**src/rtl/int_pkg.sv**
```systemverilog
// Shared types, sizes and the vector helper for the interrupt controller.
package int_pkg;

    localparam int N_IRQ = 4;
    localparam int VEC_W = 10;
    localparam int ID_W  = 2;

    localparam logic [VEC_W-1:0] VEC_BASE   = 10'd1000;
    localparam logic [VEC_W-1:0] VEC_STRIDE = 10'd4;

    typedef enum logic [1:0] {
        IDLE    = 2'd0,
        REQ     = 2'd1,
        SERVICE = 2'd2
    } state_t;

    // Handler address for a line; wraps silently at VEC_W bits.
    function automatic logic [VEC_W-1:0] vec_of(input logic [ID_W-1:0] id);
        logic [VEC_W-1:0] idx;
        idx = VEC_W'(id);
        return VEC_BASE + idx * VEC_STRIDE;
    endfunction

endpackage

```
**src/rtl/sync_edge.sv**
```systemverilog
// Two-flop synchroniser with rising-edge detect on the synchronised level.
module sync_edge (
    input  logic clk,
    input  logic reset,
    input  logic d,
    output logic rise
);

    logic s1;
    logic s2;
    logic s3;

    always_ff @(posedge clk or negedge reset) begin
        if (!reset) begin
            s1 <= 1'b0;
            s2 <= 1'b0;
            s3 <= 1'b0;
        end else begin
            s1 <= d;
            s2 <= s1;
            s3 <= s2;
        end
    end

    assign rise = s2 & ~s3;

endmodule

```
**src/rtl/int_ctrl.sv**
```systemverilog
// Interrupt controller: edge-latched pending bits, mask, fixed priority,
// and a req/ack/ret handshake towards the cpu core.
module int_ctrl
    import int_pkg::*;
(
    input  logic             clk,
    input  logic             reset,
    input  logic [N_IRQ-1:0] irq_in,
    input  logic             mask_we,
    input  logic [N_IRQ-1:0] mask_d,
    output logic [N_IRQ-1:0] mask_q,
    output logic [N_IRQ-1:0] pending_q,
    output logic             int_req,
    output logic [VEC_W-1:0] int_vec,
    output logic [ID_W-1:0]  int_id,
    input  logic             int_ack,
    input  logic             int_ret,
    output logic             in_service
);

    logic [N_IRQ-1:0] rise;
    logic [N_IRQ-1:0] clr;
    logic [N_IRQ-1:0] eligible;
    logic             any;
    logic [ID_W-1:0]  arb_id;
    logic [ID_W-1:0]  id_q;
    logic [ID_W-1:0]  next_id;
    state_t           state;
    state_t           next_state;

    for (genvar k = 0; k < N_IRQ; k++) begin : g_sync
        sync_edge u_sync (
            .clk   (clk),
            .reset (reset),
            .d     (irq_in[k]),
            .rise  (rise[k])
        );
    end

    always_ff @(posedge clk or negedge reset) begin
        if (!reset) begin
            mask_q <= '1;
        end else if (mask_we) begin
            mask_q <= mask_d;
        end
    end

    // A new edge on the same cycle as the ack-clear keeps the bit set.
    always_ff @(posedge clk or negedge reset) begin
        if (!reset) begin
            pending_q <= '0;
        end else begin
            pending_q <= (pending_q & ~clr) | rise;
        end
    end

    assign eligible = pending_q & mask_q;

    always_comb begin
        any    = 1'b0;
        arb_id = '0;
        for (int k = N_IRQ - 1; k >= 0; k--) begin
            if (eligible[k]) begin
                any    = 1'b1;
                arb_id = ID_W'(k);
            end
        end
    end

    always_ff @(posedge clk or negedge reset) begin
        if (!reset) begin
            state <= IDLE;
            id_q  <= '0;
        end else begin
            state <= next_state;
            id_q  <= next_id;
        end
    end

    always_comb begin
        next_state = state;
        next_id    = id_q;
        clr        = '0;
        unique case (state)
            IDLE: begin
                if (any) begin
                    next_state = REQ;
                    next_id    = arb_id;
                end
            end
            REQ: begin
                if (int_ack) begin
                    next_state = SERVICE;
                    clr[id_q]  = 1'b1;
                end
            end
            SERVICE: begin
                if (int_ret) begin
                    next_state = IDLE;
                end
            end
            default: begin
                next_state = IDLE;
            end
        endcase
    end

    assign int_req    = (state == REQ);
    assign in_service = (state == SERVICE);
    assign int_id     = id_q;
    assign int_vec    = vec_of(id_q);

endmodule

```
**config.mk**
```make
export PLATFORM = sky130hd
export DESIGN_NAME = int_ctrl
export DESIGN_NICKNAME = d
export VERILOG_FILES = /design/src/rtl/int_pkg.sv /design/src/rtl/sync_edge.sv /design/src/rtl/int_ctrl.sv
export SDC_FILE = /design/constraint.sdc
export NUM_CORES = 1
export LEC_CHECK = 0
export ABC_CLOCK_PERIOD_IN_PS = 1700
export BUFFER_PORTS_ARGS = -buffer_cell sky130_fd_sc_hd__buf_2
export CAP_MARGIN = 30
export CORE_MARGIN = 2
export CORE_UTILIZATION = 47
export CTS_CLUSTER_SIZE = 25
export DETAILED_ROUTE_END_ITERATION = 7
export PLACE_DENSITY = 0.87
export SYNTH_ARGS = -nofsm -noshare
export SYNTH_HDL_FRONTEND = slang
export SYNTH_HIERARCHICAL = 1
export SYNTH_SLANG_ARGS = --single-unit
export TNS_END_PERCENT = 50
```
**constraint.sdc**
```tcl
create_clock -name clk -period 1.7 [get_ports clk]
set_clock_uncertainty 0.2 [all_clocks]
set_input_delay 0.085 -clock clk [delete_from_list [all_inputs] [get_ports clk]]
set_output_delay 0.085 -clock clk [all_outputs]
set_load 0.03 [all_outputs]
```
# After elaboration in Yosys (flattened, before gate mapping)
# Cells that the tools add are included.
totals:
  reg_bits: 24
  latch_bits: 0
  ram_bits: 0
  romBits: 0
  out_inout_bits: 22
  wordCells: 56
  mem_count: 0
classes:
  add_sub_neg: 1
  n_mul: 0
  n_div: 0
  n_lt_le_gt_ge: 2
  n_eq_ne: 5
  shift: 0
  n_mux: 16
  bitwise: 12
  reduce_logical: 4
ops:
  columns: ["op", "count"]
  rows:
  - ["$mux 2", 7]
  - ["$and 4x4->4", 2]
  - ["$mux 4", 2]
  - ["$add 6x5->7 const A", 1]
  - ["$pmux 2 s3", 1]
  - ["$mux 1", 5]
  - ["$and 1x1->1", 4]
  - ["$ne 2x2->1 const B", 2]
  - ["$not 1->1", 4]
  - ["$not 4->4", 1]
  - ["$or 4x4->4", 1]
  - ["$lt 2x3->1 const B", 1]
  - ["$reduce_and 3->1", 1]
  - ["$demux 1 s2", 1]
  - ["$eq 2x1->1 const B", 1]
  - ["$eq 2x2->1 const B", 1]
  - ["$ge 2x1->1 const B", 1]
  - ["$logic_not 2->1", 1]
  - ["$ne 2x1->1 const B", 1]
  - ["$reduce_and 2->1", 1]
  - ["$logic_and 1x1->1", 1]

# Longest topological paths before layout
depth:
  ltp_word: 9
  mapped_depth: 3
  depth_no_buf: 3

# Modules after synthesis
# The synthesis kept the hierarchy.
by_module_without_submodules:
  columns: ["mod", "n_inst", "cells_per_inst", "area_per_inst_um2"]
  rows:
  - ["int_ctrl", 1, 55, 608.1]
  - ["sync_edge", 4, 4, 88.8]

# Least setup slack after synthesis
# OpenSTA, ideal clock, no wires.
synth_path:
  kind: "register -> register"
  startpoint: "reg state[1]"
  endpoint: "reg state[1]"
  t_arrival_ps: 1144
  path_slack_ps: 288
  path_stages_with_launch: 3
  n_path_buf: 0
  path_cell_list: "dfrtp_1 > nor2b_1 > a22o_1"
synth_between:
  elab_chain_cells: 3
synth_lines:
  columns: ["item", "line_no", "source"]
  rows:
  - ["start, declared", "int_ctrl.sv:28", "state_t state;"]
  - ["start signal, assigned", "int_ctrl.sv:75", "state <= next_state;"]
  - ["$eq 2x2->1 (*)", null, null]
  - ["via in_service", "int_ctrl.sv:18", "output logic in_service"]
  - ["$ne 2x2->1 (no source line)", null, null]
  - ["$reduce_and 3->1 (no source line)", null, null]
# Mark *: on every way through the listed nets, which the timed path passes. The rest lies on a longest branch.
# A chain may end at the register's enable or synchronous reset.

==> impl_metrics.env <==
export IMPL_crit_slowest_cell="dfstp_2"
export IMPL_finalCritPeriodShare_pct=90.7
export IMPL_cp_top_family="flip-flops"
export IMPL_synth_simple_area_share_pct=13.6
export IMPL_die_h_um=49.3
export IMPL_rsz0062_at_grt="false"
export IMPL_first_global_vias=712
export IMPL_viasPerCell=4.87
export IMPL_final_antenna_net_count=0
export IMPL_path_cells="mux2_2, dlygate4sd3_1"
export IMPL_crit_path_start_kind="flip-flop"
export IMPL_timing_rr_start="mask_q[1]"
export IMPL_start_util_pct=49.6
export IMPL_routedWlPerCell_um=13.8
export IMPL_synth_xor_area_share_pct=0
export IMPL_swShare_pct=39.5
export IMPL_numClockSinks=24
export IMPL_ios=35
export IMPL_die_area_mm2=0.00243
export IMPL_synth_top_family_by_area="simple AND/OR/NAND/NOR gates"
export IMPL_n_antenna_cell=0
export IMPL_wirelength_um=1940
export IMPL_grt_use_total_pct=18.4
export IMPL_cts_tree="built"
export IMPL_first_pass_iters=5
export IMPL_crit_buf_inv=1
export IMPL_setup_tns_ns=0
export IMPL_syn2layout_area_growth_pct=33.5
export IMPL_row_count=16
export IMPL_vias=682
export IMPL_p_seq_share_pct=41.0
export IMPL_synth_cells=71
export IMPL_synth_compound_area_share_pct=8.83
export IMPL_core_area_mm2=0.00194
export IMPL_max_cap_violations=0
export IMPL_synth_cell_types=23
export IMPL_hold_class="primary input to async pin"
export IMPL_arrival_ns=1.61
export IMPL_worstSetupStartpoint="mask_q[1]"
export IMPL_crit_path_end_kind="flip-flop"
export IMPL_p_comb_share_pct=38.6
export IMPL_powerDensity_mw_per_mm2=1560
export IMPL_synth_seq_cells=24
export IMPL_power_frac_clock_pct=20.4
export IMPL_die_x_um=49.3
export IMPL_grt_overflow_total=0
export IMPL_ys_seq_area_share_pct=62.9
export IMPL_dp_hpwl_um=1240
export IMPL_path_clk_slew_ns=0.13
export IMPL_grt_pass1_wl_um=3250
export IMPL_gp_congestion=0.737
export IMPL_io_buffers=27
export IMPL_drt_iter0_drc=22
export IMPL_cts_setup_buffers=0
export IMPL_period_needed_ns=1.54
export IMPL_setup_viol_count_final=0
export IMPL_synthAdderAreaFrac_pct=0
export IMPL_numCtsBuffers=3
export IMPL_max_freq_ghz=0.649
export IMPL_ir_drop_v=0.00108
export IMPL_syn_area_per_cell_um2=13.6
export IMPL_worstSetupPathType="flip-flop to flip-flop"
export IMPL_p_leak_nw=0.615
export IMPL_synth_mux_area_fraction_pct=5.71
export IMPL_cts_max_level=1
export IMPL_p_sw_w=0.000792
export IMPL_p_int_w=0.00121
export IMPL_required_ns=1.77
export IMPL_status="finished, final reports clean"
export IMPL_cts_root_buffer="clkbuf_4"
export IMPL_worst_slew_pin_transition_ns=0.507
export IMPL_insertion_delay_ns=0.32
export IMPL_relSlewSlack_pct=66.2
export IMPL_antenna_found_initial=0
export IMPL_netlist_area_um2=963
export IMPL_critPathMaxFanout=3
export IMPL_ys_warn_count=6
export IMPL_hold_viol=0
export IMPL_fillers=144
export IMPL_drc=0
export IMPL_drv_slew=0
export IMPL_drive_gt1_share_pct=40.7
export IMPL_grt_max_degree=25
export IMPL_finalNetCount=127
export IMPL_cts_buffer_depth=2
export IMPL_p_total_w=0.00201
export IMPL_crit_path_max_incr_delay_ns=0.57
[per-stage QoR]
step	setup slack (ns)	cells	utilization, %	hold WS (ns)	instance area, µm²
2_1_floorplan	0.288	76	-	-0.411	982
3_3_place_gp	0.414	121	55.8	-0.125	1080
3_5_place_dp	0.393	121	55.8	-0.117	1080
4_1_cts	0.189	140	66.2	0.0657	1290
5_1_grt	0.0932	140	66.2	0.101	1290
6_report	0.159	140	66.2	0.0665	1290
[cells in the final DEF, fill, tap and decap left out]
cell type / synthesis / final
a21o_1: 3 / 3
a21oi_1: 2 / 2
a221o_1: 1 / 1
a22o_1: 1 / 1
a22oi_1: 1 / 1
a2bb2oi_1: 1 / 1
a31o_1: 1 / 1
a41oi_1: 1 / 1
and4bb_2: 1 / 1
buf_2: 0 / 27
bufinv_16: 0 / 1
clkbuf_4: 0 / 3
conb_1: 2 / 7
dfrtp_1: 20 / 20
dfstp_2: 4 / 4
dlygate4sd3_1: 0 / 15
inv_1: 3 / 3
mux2_2: 4 / 4
mux2i_1: 1 / 1
nand2_1: 5 / 5
nand4_1: 1 / 1
nor2_1: 2 / 2
nor2_2: 1 / 1
nor2b_1: 1 / 1
nor2b_4: 5 / 5
nor3_1: 1 / 1
[final timing paths]
check                                            to  slack, ns  cells after the start
max in group asynchronous                 mask_q[0]       0.87                      2
worst min-delay path            g_sync[0].u_sync/s1       0.07                      2
worst min register to register  g_sync[3].u_sync/s2       0.16                      0
min in group clk                g_sync[3].u_sync/s2       0.16                      0
worst max-delay path                      mask_q[1]       0.16                      2
worst max register to register            mask_q[1]       0.16                      2
[power by group through the flow]
stage	logic (W)	registers (W)	clock network [W]
after floorplan	0.000437	0.000948	0
after detailed placement	0.000740	0.000830	0
after global placement	0.000721	0.000821	0
after CTS	0.000776	0.000819	0.000412
after global routing	0.000832	0.000841	0.000446
final	0.000773	0.000823	0.000410
[sequential cells by signal (all words and copies together), names as in the netlist]
name	flops
state	2
g_sync.u_sync/s3	4
g_sync.u_sync/s1	4
int_id	2
g_sync.u_sync/s2	4
pending_q	4
mask_q	4
[per-layer routing]
metal  global-route usage [%]  routed length [µm]  vias to the layer above
li1                         -                   -                      309
met1                     21.7                 753                      328
met2                     31.5                 982                       41
met3                     4.29                 158                        4
met4                     8.57                  42                        0
met5                        0                   0                        -
[worst register-to-register path, stage by stage, from the launching register on]
cell and delay [ns]:
dfstp_2 0.57, mux2_2 0.15, dlygate4sd3_1 0.57
[kinds of logic after synthesis]
family / after synthesis
flip-flops: 24
AND/OR/NAND/NOR: 17
buffers and inverters: 12
AO/OA/AOI/OAI: 11
multiplexers: 5
other: 2
[repair_timing]
action | CTS | global route
gates resized for setup | 0 | 0
hold buffers | 15 | 0
endpoints found under the hold margin | 36 | 0
[synthesized netlist by cell type]
library cell	instances	share of area, %
mux2_2	4	4.7
nand2_1	5	1.9
dfstp_2	4	11
nor2_1	2	0.78
nor2b_4	5	7.1
and4bb_2	1	1.3
a22o_1	1	0.91
dfrtp_1	20	52
a21o_1	3	2.3
a22oi_1	1	0.78
a21oi_1	2	1.0
nand4_1	1	0.65
a31o_1	1	0.91
buf_4	9	7.0
nor3_1	1	0.52
mux2i_1	1	1.0
nor2_2	1	0.65
nor2b_1	1	0.65
a41oi_1	1	0.91
a2bb2oi_1	1	0.91
conb_1	2	0.78
inv_1	3	1.2
a221o_1	1	1.0
[cell type report]
cell class                      instances  area [µm²]  area share [%]
Clock buffer                            3        22.5            1.75
Clock inverter                          1        30.0            2.33
Inverter                                3        11.3           0.875
Multi-Input combinational cell         40         298            23.2
Sequential cell                        24         606            47.1
Tap cell                               27        33.8            2.63
Timing Repair Buffer                   42         285            22.2
Note: power is estimated with default switching activity, not from simulation.
